===== src/rtl/serializer_if.sv =====
// Handshake bundle for the serializer: parallel message in, serial words out.
// Latency: none, wires only.
// Backpressure: recv_rdy/send_rdy carry the stall in each direction.
interface serializer_if #(
  parameter int BIT_WIDTH = 32,
  parameter int N_SAMPLES = 8
);
  logic [BIT_WIDTH*N_SAMPLES-1:0] recv_msg;
  logic                           recv_val;
  logic                           recv_rdy;
  logic [BIT_WIDTH-1:0]           send_msg;
  logic                           send_val;
  logic                           send_rdy;

  // Environment side: produces messages, consumes words
  modport master (
    output recv_msg, recv_val, send_rdy,
    input  recv_rdy, send_msg, send_val
  );

  // Serializer side
  modport slave (
    input  recv_msg, recv_val, send_rdy,
    output recv_rdy, send_msg, send_val
  );
endinterface


===== src/rtl/serializer.sv =====
// Serializer: splits one BIT_WIDTH*N_SAMPLES message into N_SAMPLES words, word 0 (LSBs) first.
// Latency: first word valid the cycle after the input handshake; one message per N_SAMPLES+1 cycles.
// Backpressure: send_rdy low freezes the current word; recv_rdy stays low until the last word leaves.
module serializer #(
  parameter int BIT_WIDTH = 32,
  parameter int N_SAMPLES = 8
) (
  input logic         clk,
  input logic         reset,
  serializer_if.slave bus
);
  localparam int CNT_W = (N_SAMPLES > 1) ? $clog2(N_SAMPLES) : 1;
  localparam int MSG_W = BIT_WIDTH * N_SAMPLES;
  localparam logic [CNT_W-1:0] LAST = CNT_W'(N_SAMPLES - 1);

  typedef enum logic {IDLE = 1'b0, SEND = 1'b1} state_t;

  state_t           state, state_nxt;
  logic [CNT_W-1:0] count, count_nxt;
  logic [MSG_W-1:0] msg_q, msg_nxt;

  // State, word counter and captured message; reset drops any half-sent message
  always_ff @(posedge clk or posedge reset) begin
    if (reset) begin
      state <= IDLE;
      count <= '0;
      msg_q <= '0;
    end else begin
      state <= state_nxt;
      count <= count_nxt;
      msg_q <= msg_nxt;
    end
  end

  // Capture a message in IDLE, then step through its words on each output handshake
  always_comb begin
    state_nxt = state;
    count_nxt = count;
    msg_nxt   = msg_q;
    case (state)
      IDLE: begin
        // recv_rdy is high throughout IDLE, so recv_val alone completes the handshake
        if (bus.recv_val) begin
          state_nxt = SEND;
          count_nxt = '0;
          msg_nxt   = bus.recv_msg;
        end
      end
      SEND: begin
        // recv_val/recv_msg are deliberately ignored here
        if (bus.send_rdy) begin
          if (count == LAST) begin
            state_nxt = IDLE;
            count_nxt = '0;
          end else begin
            count_nxt = count + CNT_W'(1);
          end
        end
      end
      default: state_nxt = IDLE;
    endcase
  end

  // Handshake outputs depend on state only, so no input reaches them combinationally
  assign bus.recv_rdy = (state == IDLE);
  assign bus.send_val = (state == SEND);
  assign bus.send_msg = (state == SEND) ? msg_q[int'(count)*BIT_WIDTH +: BIT_WIDTH] : '0;
endmodule


===== src/flat_wrapper.sv =====
// flat-port wrapper written by rule: the top's interface ports become plain ports
module serializer_flat 
#(
  parameter int BIT_WIDTH = 32,
  parameter int N_SAMPLES = 8
)
  (clk, reset, bus_recv_msg, bus_recv_val, bus_send_rdy, bus_recv_rdy, bus_send_msg, bus_send_val);
  serializer_if #(.BIT_WIDTH(BIT_WIDTH), .N_SAMPLES(N_SAMPLES)) bus_i ();
  input logic clk;
  input logic reset;
  input wire logic [$bits(bus_i.recv_msg)-1:0] bus_recv_msg;
  input wire logic [$bits(bus_i.recv_val)-1:0] bus_recv_val;
  input wire logic [$bits(bus_i.send_rdy)-1:0] bus_send_rdy;
  output wire logic [$bits(bus_i.recv_rdy)-1:0] bus_recv_rdy;
  output wire logic [$bits(bus_i.send_msg)-1:0] bus_send_msg;
  output wire logic [$bits(bus_i.send_val)-1:0] bus_send_val;
  assign bus_i.recv_msg = bus_recv_msg;
  assign bus_i.recv_val = bus_recv_val;
  assign bus_i.send_rdy = bus_send_rdy;
  assign bus_recv_rdy = bus_i.recv_rdy;
  assign bus_send_msg = bus_i.send_msg;
  assign bus_send_val = bus_i.send_val;
  serializer #(.BIT_WIDTH(BIT_WIDTH), .N_SAMPLES(N_SAMPLES)) u_core (.clk(clk), .reset(reset), .bus(bus_i));
endmodule

===== config.mk =====
export PLATFORM = sky130hd
export DESIGN_NAME = serializer_flat
export DESIGN_NICKNAME = d
export VERILOG_FILES = /design/src/rtl/serializer_if.sv /design/src/rtl/serializer.sv /design/src/flat_wrapper.sv
export SDC_FILE = /design/constraint.sdc
export NUM_CORES = 1
export LEC_CHECK = 0
export ABC_CLOCK_PERIOD_IN_PS = 14100
export CAP_MARGIN = 10
export CORE_UTILIZATION = 55
export DETAILED_ROUTE_END_ITERATION = 6
export HOLD_SLACK_MARGIN = 0.1
export PLACE_DENSITY = 0.85
export SYNTH_ARGS = -nofsm -noshare
export SYNTH_HDL_FRONTEND = slang
export SYNTH_SLANG_ARGS = --single-unit
export TNS_END_PERCENT = 30

===== constraint.sdc =====
create_clock -name clk -period 14.1 [get_ports clk]
set_input_delay 2.82 -clock clk [delete_from_list [all_inputs] [get_ports clk]]
set_output_delay 2.82 -clock clk [all_outputs]
set_load 0.05 [all_outputs]

# Word level (Yosys, flattened, before mapping)
# Index checks and enable logic that the tools add are counted.
[classes]
div_mod_pow = 0
add_sub_neg = 1
eq_ne = 3
n_shift = 1
n_mux = 9
magnitude_cmp = 0
n_mul = 0
n_bitwise = 1
n_reduce_logical = 2
[op_table]
columns = ["cell", "count"]
rows = [
  ["256-bit by 9-bit variable part select with 32-bit output", 1],
  ["32-bit two-way mux", 1],
  ["3-bit two-way mux", 3],
  ["3-bit case mux with 2 select lines", 1],
  ["2-bit != test (second input constant)", 2],
  ["2-bit AND reduction", 2],
  ["3-bit by 1-bit adder with 3-bit output (second input constant)", 1],
  ["3-bit == test (second input constant)", 1],
  ["1-bit two-way mux", 3],
  ["1-bit case mux with 2 select lines", 1],
  ["1-bit NOT", 1],
]
[word_totals]
n_memories = 0
register_bits = 260
word_cells = 20
out_inout_bits = 34
latchBits = 0
inputBits = 260
ramBits = 0
mem_bits_ro = 0

# Depth between registers and ports, before layout
[logic_depth]
ltp_word = 4
ltp_mapped = 6
ltp_nobuf = 4

# Worst setup path after synthesis
# OpenSTA, ideal clock, no wires.
[synth_path]
path_type = "reg-to-output"
from = "register u_core.state (netlist: u_core.bus.send_val)"
to = "output port bus_send_msg[22]"
slack_ns = 9.062
stages_incl_launch_ff = 4
arrival_time_ns = 2.218
path_cell_list = "dfrtp_1 > clkinv_1 > clkbuf_1 > nor2_1"
[synth_via]
elab_chain_len = 1
[synth_rtl]
columns = ["item", "line", "rtl"]
rows = [
  ["start, declared", "serializer.sv:18", "state_t state, state_nxt;"],
  ["start signal, assigned", "serializer.sv:29", "state <= state_nxt;"],
  ["32-bit two-way mux", "serializer.sv:67", "assign bus.send_msg = (state == SEND) ? msg_q[int'(count)*BIT_WIDTH +: BIT_WIDTH] : '0;"],
  ["end, declared", "flat_wrapper.sv:15", "output wire logic [$bits(bus_i.send_msg)-1:0] bus_send_msg;"],
]
# No other way between the ends.

# Final worst setup path
[layout_path]
from = "register u_core.count[1]"
to = "output port bus_send_msg[2]"
[layout_via]
elab_chain_len = 2
[layout_rtl]
columns = ["item", "line", "rtl"]
rows = [
  ["start, declared", "serializer.sv:19", "logic [CNT_W-1:0] count, count_nxt;"],
  ["start signal, assigned", "serializer.sv:30", "count <= count_nxt;"],
  ["256-bit by 9-bit variable part select with 32-bit output", "serializer.sv:67", ""],
  ["32-bit two-way mux", "serializer.sv:67", ""],
]
# No other way between the ends.

==> impl_results.md <==
- Status: completed
- Count of final setup violators: 0
- Core ar.: 0.0227 sq mm
- Hold-fix buffers, CTS: 0
- Critical path peak fanout: 35
- Clk pwr share: 18.3%
- Number of antenna violations at the first check in global routing: 1
- FP Rows: 55
- Max VDD drop: 0.202 mV
- CTS-repair resized insts: 0
- Synth top area cells: dfrtp_1 (51%), mux2_4 (28%), mux4_2 (11%)
- TritonRoute pass-1 iters: 4
- First-pass GRT wire length: 45600 um
- Most common cell in the netlist: dfrtp_1
- Net switching fraction of the power: 34.4%
- PwrDens: 239 mW/mm^2
- Worst-path clk slew: 60 ps
- Final instance area: 0.0166 sq mm
- Critical Path Max Stage Delay: 860 ps
- Post-Syn Area: 0.0128 sq mm
- Ys async rst share: 100%
- Max Transition Viols Final: 0
- Post-synth EDFFs: 0
- Comb power frac: 47.0%
- Buf/Inv on CP: 2
- Setup TNS: 0 ps
- Drt wl/cell: 22.3 um
- Post-route DRC: 0
- Crit path kind: reg -> out
- Family with the most delay on the worst path: buffers and inverters
- Initial core utilization: 56.2%
- Final Skew: 10.8 ps
- Die area: 0.0238 sq mm
- Leakage: 7.19 nW
- Main flop type after synthesis: dfrtp_1
- Top cells by count, synth: dfrtp_1 (260), mux2_4 (240), mux4_2 (61), nor2_1 (34), mux2i_1 (32)
- Unique masters post-synth: 19
- Grt ovf: 0
- # port buffers: 293
- Pint: 2.60 mW
- # IOs: 294
- H-tree levels: 1
- Top cell type's share of synthesized area: 51.0%
- Syn_area_per_cell: 18.1 sq um
- Setup crit start kind: flop
- Critical path's slowest cell: dfrtp_4
- Crit path cell chain: buf_4, mux4_1, mux2i_1, nor2_1, clkdlybuf4s50_1
- CTS Buffer Depth: 3
- Routed vias: 7175
- Final ANT Viol Nets: 0
- Post-DP HPWL: 18900 um
- Mapped Cells: 706
- Hold crit path type: reg -> reg
- Max Fclk: 0.154 GHz
- Initial DRC Count: 354
- Arrival @ worst endpoint: 3670 ps
- Clock sinks: 260
- GPL Wtd Cong: 0.776
- FILL cells: 1385
- Die width: 154 um
- GR Util All Layers: 24.9%
- Vias in the first global route: 8215
- Flop pwr share: 34.7%
- Crit share post-route: 46.1%
- Slew HR: 24.8%
- Post-CTS setup buffers: 0
- Setup crit end kind: output port
- Yosys reg bits: 260
- Die height: 154 um
- Min Tclk post-route: 6490 ps
- Final Hold Viols: 0
- CTS buffer count: 28
- CP required: 11280 ps
- CTS root buf: clkbuf_16
- Clock latency on the worst-skew pair: 540 ps
- Leading area contributor after synthesis: dfrtp_1
- P&R area growth vs syn: 30.0%
- Sw Pwr: 1.36 mW
- Share of cells above drive strength 1: 37.2%
- Pin count of the biggest net entering global routing: 148
- Placed cells: 1243
- Layout net count: 1250
- WL final: 28800 um
- Ys Warns: 0
- Area of the multi-input gates: 0.00577 sq mm
- Max-cap violations: 0
- Post-synthesis net count: 968
- Final Power: 3.97 mW
- RSZ-0062 raised after global routing: no
- Storage element area: 0.00652 sq mm
- Final cell count without fillers: 1294
- Register area share after synthesis: 51.0%
- Placed cell areas: 0.0157 sq mm
- CTS tree: built
- Via/cell ratio: 5.54
- Least-Margin Pin Slew: 1130 ps
==> path summary, 6_finish.rpt <==
path | cells after the start | endpoint | start | slack, ps
setup reg to reg | 5 | u_core.msg_q[103] | u_core.bus.send_val | 10200
hold reg to reg | 1 | u_core.msg_q[97] | u_core.msg_q[97] | 500
min in group asynchronous | 2 | u_core.msg_q[47] | reset | 2810
setup / recovery | 5 | bus_send_msg[2] | u_core.count[1] | 7610
max in group asynchronous | 4 | u_core.count[2] | reset | 8870
hold / removal | 1 | u_core.msg_q[97] | u_core.msg_q[97] | 500
==> layout make-up <==
cell class / count / area share [%]
Multi-Input combinational cell: 394 / 34.8
Clock buffer: 46 / 5.42
Inverter: 2 / 0.0905
Timing Repair Buffer: 302 / 18.2
Antenna cell: 1 / 0.0151
Tap cell: 285 / 2.15
Sequential cell: 260 / 39.3
Clock inverter: 4 / 0.121
==> routing by layer <==
layer	GRT usage [%]	vias to the layer above	routed length, um	share of wire [%]
met5	0	-	0	0
met3	7.23	57	2090	7.3
met2	40.9	232	13900	48
met1	31.9	3703	11900	41
met4	8.63	0	918	3.2
li1	-	3183	-	-
==> state kept, by name, summed over array words and instances, names as in the netlist <==
register,flops
u_core.count,3
u_core.msg_q,256
u_core.bus.send_val,1
==> power by group through the flow <==
stage | registers, mW | logic (mW) | clock network [mW]
finish | 1.38 | 1.86 | 0.725
global route | 1.42 | 1.97 | 0.771
CTS | 1.38 | 1.88 | 0.737
detailed placement | 1.38 | 1.87 | 0
global placement | 1.36 | 1.83 | 0
floorplan | 1.25 | 1.51 | 0
==> cells by family after synthesis <==
logic type	after synthesis	share of synthesized area, %
multiplexers	352	43.6
flip-flops	260	51.0
buffers and inverters	52	3.85
AND/OR/NAND/NOR	35	1.05
AO/OA/AOI/OAI	5	0.343
adder cells (fa/ha/maj)	2	0.196
==> cells in the final DEF (no fill, tap or decap) <==
master / Yosys / layout
buf_4: 6 / 8
mux4_1: 3 / 3
a31oi_1: 1 / 1
clkbuf_1: 4 / 6
ha_1: 2 / 2
dfrtp_1: 260 / 257
clkbuf_16: 0 / 29
a32o_1: 3 / 3
mux2_2: 16 / 16
clkinv_2: 0 / 4
dfrtp_2: 0 / 1
mux2i_1: 32 / 32
nor2_1: 34 / 34
clkbuf_8: 0 / 11
dfrtp_4: 0 / 2
mux4_2: 61 / 61
inv_8: 0 / 1
o21bai_1: 1 / 1
clkinv_1: 1 / 1
clkdlybuf4s50_1: 0 / 293
buf_12: 2 / 1
nor2b_4: 0 / 1
diode_2: 0 / 1
mux2_4: 240 / 240
==> through the flow <==
| step | utilization (%) | worst slack [ps] | hold slack [ps] |
|---|---|---|---|
| global placement | 69.0 | 7450 | 484 |
| global route | 73.0 | 7390 | 518 |
| finish | 73.0 | 7610 | 500 |
| CTS | 73.0 | 7510 | 501 |
| floorplan | - | 4120 | 472 |
| detailed placement | 69.0 | 7390 | 488 |
Power figures use the tool's default switching activity.
